File: src/rtl/three_bit_decoder.sv
// ============================================================================
// three_bit_decoder
// ----------------------------------------------------------------------------
// Purpose:
//    This block turns a 3-bit binary select code into a one-hot 8-bit word.
//    When enable is low, no output bit is selected. A pair of status flags
//    goes with the decode:
//    - out_valid reports whether the current decode came from an enabled
//      sample.
//    - sel_index holds the code that produced it.
//    The decode word can be registered, with one cycle of latency, or driven
//    combinationally. The status flags are always registered.
//
// Parameters:
//    ACTIVE_LOW_OUT - 0: selected bit is 1 and the others are 0.
//                     1: every decoder_out bit is inverted.
//    REGISTERED     - 1: decoder_out is registered (1 cycle latency).
//                     0: decoder_out is combinational.
//
// Ports:
//    CLK         in   sole clock; all state changes on its rising edge
//    RST         in   synchronous, active-high reset
//    binary_in   in   [2:0] select code 0..7
//    enable      in   1 = decode binary_in, 0 = select nothing
//    decoder_out out  [7:0] one-hot decode result (polarity set by ACTIVE_LOW_OUT)
//    out_valid   out  registered enable
//    sel_index   out  [2:0] registered binary_in when enabled, else 0
// ============================================================================
module three_bit_decoder #(
   parameter bit ACTIVE_LOW_OUT = 1'b0,
   parameter bit REGISTERED     = 1'b1
) (
   input  logic       CLK,
   input  logic       RST,
   input  logic [2:0] binary_in,
   input  logic       enable,
   output logic [7:0] decoder_out,
   output logic       out_valid,
   output logic [2:0] sel_index
);

   logic [7:0] decode_d;
   logic [7:0] activeHigh;
   logic       outValid_q;
   logic [2:0] selIndex_q;

   // Decode inside the block in active-high form.
   // Polarity is applied only at the output pin, so the reset value and the
   // stored value mean the same thing for both settings of ACTIVE_LOW_OUT.
   // Enable gates the whole word, so dropping enable wins over any
   // simultaneous change of binary_in.
   always_comb begin
      decode_d = 8'h00;
      if (enable) begin
         decode_d[binary_in] = 1'b1;
      end
   end

   // Status flags are always registered, whichever way decoder_out is built.
   // sel_index is forced to 0 for disabled samples, so that it never shows
   // a stale code while out_valid is low.
   always_ff @(posedge CLK) begin
      if (RST) begin
         outValid_q <= 1'b0;
         selIndex_q <= 3'd0;
      end else begin
         outValid_q <= enable;
         selIndex_q <= enable ? binary_in : 3'd0;
      end
   end

   generate
      if (REGISTERED) begin : gRegistered
         logic [7:0] decode_q;

         // Registered decode path.
         // The whole word is loaded in one edge, so a moving select code
         // steps straight from one bit to the next with no empty cycle.
         // Reset clears the word to "nothing selected".
         always_ff @(posedge CLK) begin
            if (RST) begin
               decode_q <= 8'h00;
            end else begin
               decode_q <= decode_d;
            end
         end

         assign activeHigh = decode_q;
      end else begin : gCombinational
         // Combinational decode path.
         // It has zero latency and no reset dependence, because only state
         // is cleared by RST.
         assign activeHigh = decode_d;
      end
   endgenerate

   // Output polarity applies to the decode word only.
   // The status flags always stay active-high.
   assign decoder_out = ACTIVE_LOW_OUT ? ~activeHigh : activeHigh;
   assign out_valid   = outValid_q;
   assign sel_index   = selIndex_q;

endmodule

File: config.mk
export PLATFORM = sky130hd
export DESIGN_NAME = three_bit_decoder
export DESIGN_NICKNAME = d
export VERILOG_FILES = /design/src/rtl/three_bit_decoder.sv
export SDC_FILE = /design/constraint.sdc
export NUM_CORES = 1
export LEC_CHECK = 0
export CAP_MARGIN = 20
export CORE_AREA = 5 5 42 44
export CTS_CLUSTER_DIAMETER = 40
export DETAILED_ROUTE_END_ITERATION = 7
export DIE_AREA = 0 0 47 49
export GPL_ROUTABILITY_DRIVEN = 0
export GPL_TIMING_DRIVEN = 0
export HOLD_SLACK_MARGIN = 0.02
export SKIP_CTS_REPAIR_TIMING = 1
export SLEW_MARGIN = 15
export SYNTH_ARGS = -nofsm -noshare
export SYNTH_HDL_FRONTEND = slang
export SYNTH_SLANG_ARGS = --single-unit
File: constraint.sdc
create_clock -name CLK -period 1.05 [get_ports CLK]
set_input_delay 0.105 -clock CLK [delete_from_list [all_inputs] [get_ports CLK]]
set_output_delay 0.105 -clock CLK [all_outputs]
set_load 0.005 [all_outputs]
==> impl_metrics.json <==
{
  "status": "completed",
  "cts-root-buf": "clkbuf_4",
  "row_count": 14,
  "fin_crit_ps": 910,
  "worst_pin_slew_ps": 225,
  "nNetsFinal": 57,
  "slew_headroom": 0.850,
  "finalHoldWorstSlack_ps": 464,
  "synth_area_leaders": "dfxtp_1 (71%), nor2_1 (5.5%), and2_1 (3.7%), nand2b_1 (3.7%), or3b_4 (3.3%)",
  "fin_util": 0.416,
  "post_route_cells_drive_above_1_share": 0.143,
  "drc_errors": 0,
  "yosysSeqAreaShare": 0.706,
  "pin_count": 18,
  "critPathArrivalTime_ps": 1110,
  "post-route-period-util": 0.867,
  "area_growth_pct": 71.3,
  "cts.path.max_buffers": 2,
  "cp-start-kind": "primary input",
  "p_leak_nw": 0.421,
  "ant_nets": 0,
  "dr.pass1.iters": 4,
  "finalWirelength_um": 637,
  "clock_sink_count": 12,
  "p_per_area_nw_per_um2": 1380,
  "path_clk_slew_ps": 60,
  "grt_pass1_vias": 213,
  "yosys.area_share.simple": 0.283,
  "p_clk_frac": 0.331,
  "synth.avg_cell_area_um2": 11.7,
  "ys_types": 12,
  "fmax_mhz": 1100,
  "initial_core_util": 0.243,
  "path_class": "primary input to flip-flop",
  "synth_mux_area_frac": 0,
  "grt_start_max_net_pins": 7,
  "grtUsageTotal": 0.0622,
  "coreArea_um2": 1400,
  "numCtsBuffers": 3,
  "drv_cap": 0,
  "synth_top_area_frac": 0.706,
  "syn_inst": 29,
  "place_inst": 62,
  "die_x_um": 47,
  "antenna_cells": 0,
  "intPower_mw": 0.641,
  "synth_xor_area_frac": 0,
  "vias_per_cell": 4.03,
  "worstHoldPathType": "primary input to flip-flop",
  "p_seq_frac": 0.585,
  "die_area_um2": 2300,
  "required_ps": 1250,
  "setup_viol": 0,
  "final_hold_viol_count": 0,
  "drtIter0Drc": 3,
  "syn-cell-area_um2": 340,
  "p_sw_frac": 0.200,
  "hpwl_um": 483,
  "synthAdderAreaFrac": 0,
  "slew_viol_final": 0,
  "antenna_found_initial": 0,
  "combPwrFrac": 0.085,
  "rsz0062_at_grt": "false",
  "synth_compound_area_frac": 0,
  "die_h_um": 49,
  "cp_max_fo": 4,
  "grt_pass1_wl_um": 924,
  "instances_no_fill": 65,
  "cts_tree": "yes",
  "ys_ff_latch": 12,
  "cts_max_level": 1,
  "portBuffers": 17,
  "yosysWarnings": 0,
  "yosysTopAreaCell": "dfxtp_1",
  "gr-total-overflow": 0,
  "route.vias.total": 262,
  "switching_power_mw": 0.161,
  "vdd_drop_max_mv": 0.643,
  "crit_path_end_kind": "flip-flop",
  "synth_nets": 35,
  "post_drt_wl_per_cell_um": 9.80,
  "synth_top_family_by_area": "simple AND/OR/NAND/NOR gates"
}
-- cells in the final DEF, fill, tap and decap left out, drive strengths merged --
| cell type | synthesis | routed |
|---|---|---|
| or3b | 1 | 1 |
| dfxtp | 12 | 12 |
| nor3 | 2 | 2 |
| nor2b | 1 | 1 |
| nand2b | 2 | 2 |
| and2 | 2 | 2 |
| nor2 | 6 | 6 |
| nand2 | 1 | 1 |
| dlymetal6s2s | 0 | 12 |
| clkdlybuf4s50 | 0 | 5 |
| clkbuf | 0 | 3 |
| nand3b | 1 | 1 |
| inv | 1 | 1 |
-- path summary, 6_finish.rpt --
path	startpoint	end	slack [ps]	cells after the start
max	enable	decoder_out[0]$_SDFF_PP0_	140	3
min	RST	out_valid$_SDFF_PP0_	460	2
-- cells by family after synthesis --
family,count (synthesis)
flops,12
simple gates,16
buf+inv,1
-- synth_stat cells --
cell type	instances
inv_1	1
dfxtp_1	12
and2_1	2
nor3_2	1
nand2_1	1
nor2_1	5
or3b_4	1
nor2b_2	1
nor3_1	1
nand2b_1	2
nor2_2	1
nand3b_1	1
-- final cells by class --
class | instances | area, um2
inverters | 1 | 3.75
fillers | 157 | 818
repair buffers | 17 | 200
multi-input cells | 16 | 96.3
well taps | 16 | 20.0
flip-flops and latches | 12 | 240
clock buffers | 3 | 22.5
-- sequential cells by signal (all words and copies together) (netlist names) --
register / count
decoder_out: 8
sel_index: 3
out_valid: 1
-- power groups by stage --
stage,clock network [mW],registers (mW),logic [mW]
floorplan,0,0.482,0.0188
global placement,0,0.480,0.0718
detailed placement,0,0.480,0.0722
CTS,0.275,0.470,0.0724
global route,0.309,0.470,0.0730
finish,0.265,0.469,0.0678
-- worst max-delay path, cell delays in order --
cell             delay (ps)
clkdlybuf4s50_1         490
or3b_4                  420
nor3_2                  100
-- routing by layer --
layer | GRT usage | part of all wire | wire length, um | vias up
met1 | 0.0690 | 0.40 | 257 | 111
met2 | 0.0679 | 0.40 | 253 | 16
met3 | 0.0443 | 0.16 | 102 | 3
met4 | 0.0691 | 0.038 | 24 | 0
met5 | 0 | 0 | 0 | -
li1 | - | - | - | 132
-- through the flow --
step                area (um2)  TNS [ps]  power (mW)  setup slack [ps]
floorplan                  340         0       0.501               381
global placement           531      -514       0.552              -141
detailed placement         531      -553       0.552              -136
CTS                        553     -1560       0.817              -144
global route               583         0       0.851               130
finish                     583         0       0.802               140
Power figures use the tool's default switching activity.
==> RTL edit 1, RTL diff (same flow settings) <==
Remove the register `outValid_q`: a continuous assignment takes its place, so the output `out_valid` follows one clock earlier.
--- a/src/rtl/three_bit_decoder.sv
+++ b/src/rtl/three_bit_decoder.sv
@@ -61,13 +61,13 @@
    // a stale code while out_valid is low.
    always_ff @(posedge CLK) begin
       if (RST) begin
-         outValid_q <= 1'b0;
          selIndex_q <= 3'd0;
       end else begin
-         outValid_q <= enable;
          selIndex_q <= enable ? binary_in : 3'd0;
       end
    end
+
+   assign outValid_q = enable;
 
    generate
       if (REGISTERED) begin : gRegistered
Formal check against the unedited RTL: not equivalent (a bounded check fails within 4 cycles, from zero or initial values and one cycle with RST high).
==> RTL edit 1 against the original RTL <==
  * Sequential power down 8.5%
  * Synthesized area fell by 4.4%
  * Worst setup slack got worse by 0.046 ns
  * Hold slack got worse by 0.18 ns
  * Via count down 2.3%
  * Sequential share of layout area shrank 2.7 points
  * First-iteration DRC count decreased by 100%
  * Final area fell by 1.9%
  * Sequential cell count is 1 lower
  * Power is 4.6% lower
  * Routed wire length rose by 0.47%
  * Non-clock buffer count is 1 higher
  * Largest cell class unchanged
  * Largest power group unchanged
==> RTL edit 1: results <==
set metrics [dict create \
    clockBufferDepth 2 \
    status "complete, no violations" \
    worstHoldEndpoint "sel_index[2]$_SDFF_PP0_" \
    grt_pass1_vias 260 \
    path_clk_slew_ns 0.06 \
    async_flop_share_pct 0 \
    syn_nets 35 \
    worstHoldStart "enable" \
    fin_total_pwr_uw 765 \
    cts.root.buffer_cell "clkbuf_4" \
    worst_pin_slew_ns 0.209 \
    synth_warnings 0 \
    yosysSeqAreaShare_pct 67.7 \
    h-tree-depth 1 \
    hold_path_depth 3 \
    ir_drop_v 0.000555 \
    drtIter0Drc 0 \
    critPathArrivalTime_ns 0.85 \
    avgSynthCellArea_um2 11.2 \
    drc 0 \
    postRouteWirelength_um 640 \
    drive_gt1_share_pct 14.0 \
    synthDistinctLibCells 13 \
    antenna_found_initial 0 \
    insertedDiodeCount 0 \
    synth_area_leaders "dfxtp_1, nor2_1, and2_1" \
    cp_top_family "buffers and inverters" \
    place_inst 62 \
    slowest_delay_ns 0.49 \
    num_vias 256 \
    yosysMostFrequentCell "dfxtp_1" \
    leakagePower_uw 0.000413 \
    grt_pass1_wl_mm 1.00 \
    fillers 149 \
    port_buffers 17 \
    largest_reg_flops 8 \
    grtUsageTotal_pct 6.23 \
    synth_common_cells "dfxtp_1, nor2_1, and2_1, nand2b_1" \
    final_cells 66 \
    drt_first_pass_iters 1 \
]
[RTL edit 1: cell types whose count changed after synthesis, sizes merged]
cell,delta
buf,+1
dfxtp,-1
[RTL edit 1: per-stage QoR]
stage               worst slack, ns  cell area [um2]  hold slack, ns
global placement             -0.263              515           0.801
floorplan                     0.381              325           0.174
detailed placement           -0.278              515           0.789
global route                 0.0181              572           0.354
finish                       0.0938              572           0.284
CTS                          -0.284              542           0.519
[RTL edit 1: report_power, final]
part / switching [uW] / internal (uW) / leakage, uW
sequential: 1.82 / 427 / 0.0000894
combinational: 26.1 / 43.9 / 0.000309
clock: 120 / 146 / 0.0000150
total: 148 / 617 / 0.000413
[RTL edit 1: logic make-up (layout without fill, tap and decap cells)]
kind of cell	Yosys count	in the layout	share of synthesized area, %
simple gates	16	16	28.8
flops	11	11	67.7
buf+inv	2	23	3.46
[RTL edit 1: how the worst max path moves through the flow]
stage               depth (start not counted)                         to  slack (ns)         start
floorplan                                   2  decoder_out[0]$_SDFF_PP0_        0.38  binary_in[2]
global placement                            3                  out_valid       -0.26        enable
detailed placement                          3                  out_valid       -0.28        enable
CTS                                         3                  out_valid       -0.28        enable
global route                                3                  out_valid        0.02        enable
finish                                      3                  out_valid        0.09        enable
[RTL edit 1: area by class of cell]
cell class	count	share of cell area, %
sequential	11	38.5
timing repair buffer	17	35.0
multi-input combinational	16	16.4
clock buffer	4	4.60
tap	16	3.50
buffer	1	1.31
inverter	1	0.656
[RTL edit 1: per-layer routing]
layer  routed length [um]  global-route usage [%]  vias up
li1                     -                       -      132
met1                  281                    7.83      110
met2                  277                    7.24       14
met3                   81                    3.32        0
met4                    0                    5.53        0
met5                    0                       0        -
==> RTL edit 2, RTL diff (same settings) <==
Made on the original files. Set the parameter `ACTIVE_LOW_OUT` to 1'b1 (it was 1'b0).
--- a/src/rtl/three_bit_decoder.sv
+++ b/src/rtl/three_bit_decoder.sv
@@ -27,7 +27,7 @@
 //    sel_index   out  [2:0] registered binary_in when enabled, else 0
 // ============================================================================
 module three_bit_decoder #(
-   parameter bit ACTIVE_LOW_OUT = 1'b0,
+   parameter bit ACTIVE_LOW_OUT = 1'b1,
    parameter bit REGISTERED     = 1'b1
 ) (
    input  logic       CLK,
Formal check against the unedited RTL: not equivalent (Yosys sat finds a counterexample within 4 cycles, from zero or initial values and one cycle with RST high).
==> RTL edit 2 against the original RTL <==
  * Non-clock buffer count is the same
  * Largest cell class unchanged
  * Worst setup slack lost 0.027 ns
  * Power grew 10%
  * Synthesized area grew 8.1%
  * Hold slack is essentially flat
  * Sequential share of layout area shrank 2.7 points
  * Core utilization grew 2.9 points
  * Sequential cell count is the same
  * Routed wire length shrank 1.6%
  * Final area grew 7.1%
  * Largest power group unchanged
  * Via count grew 9.2%
  * Combinational power grew 2%
==> RTL edit 2: results <==
set metrics [dict create \
    fillers 151 \
    synth_cells 37 \
    ir_drop_v 0.000652 \
    multi_input_area_um2 93.8 \
    finalCritPeriodShare_pct 89.3 \
    power.internal_uw 719 \
    place_inst 70 \
    synth_seq_cells 12 \
    place_ws_ns -0.134 \
    grt_pass1_wl_mm 1.10 \
    final_cells 74 \
    grtUsageTotal_pct 6.58 \
    critPathArrivalTime_ns 1.14 \
    swShare_pct 18.7 \
    combPwrFrac_pct 7.8 \
    yosysSeqAreaShare_pct 65.3 \
    nNetsFinal 65 \
    grt_pass1_vias 272 \
    grt_start_max_net_pins 8 \
    n_all_inverters 9 \
    status "complete, no violations" \
    synth_area_leaders "dfxtp_1, inv_1, nor2_1" \
    drive_gt1_share_pct 12.1 \
    worst_pin_slew_ns 0.211 \
    dp_hpwl_um 487 \
    crit_path_end "activeHigh[2]$_SDFF_PP0_" \
    hold_slack_ns 0.464 \
    numCtsBuffers 3 \
    leakagePower_uw 0.000296 \
    synth_common_cells "dfxtp_1, inv_1, nor2_1, and2_1, nand2b_1" \
    wl_per_cell_um 8.47 \
    area_share_clock_buf_inv_pct 5.81 \
    area_share_nonclk_buffers_pct 32.1 \
]
## RTL edit 2: cell types whose count changed after synthesis
cell and delta:
inv_1 +8, nor2_2 -1, nor2_1 +1
## RTL edit 2: metrics by stage
step	instance area [um2]	util (%)
after floorplan	368	-
after global placement	558	39.8
after detailed placement	558	39.8
after CTS	594	42.4
after global routing	624	44.6
final	624	44.6
## RTL edit 2: metal layers
layer / GRT usage, % / wire (um) / vias up / part of all wire, %
met1: 8.26 / 265 / 121 / 42
met4: 4.15 / 0 / 0 / 0
met2: 8.60 / 278 / 14 / 44
met3: 3.32 / 83 / 0 / 13
met5: 0 / 0 / - / 0
li1: - / - / 151 / -
## RTL edit 2: kinds of logic (layout without fill, tap and decap cells)
family,Yosys count,after routing,share of synthesized area (%)
buf+inv,9,30,9.18
flops,12,12,65.3
simple gates,16,16,25.5
## RTL edit 2: critical path, stage by stage
cell	delay (ns)
clkdlybuf4s50_1	0.49
or3b_4	0.42
nor2_1	0.12
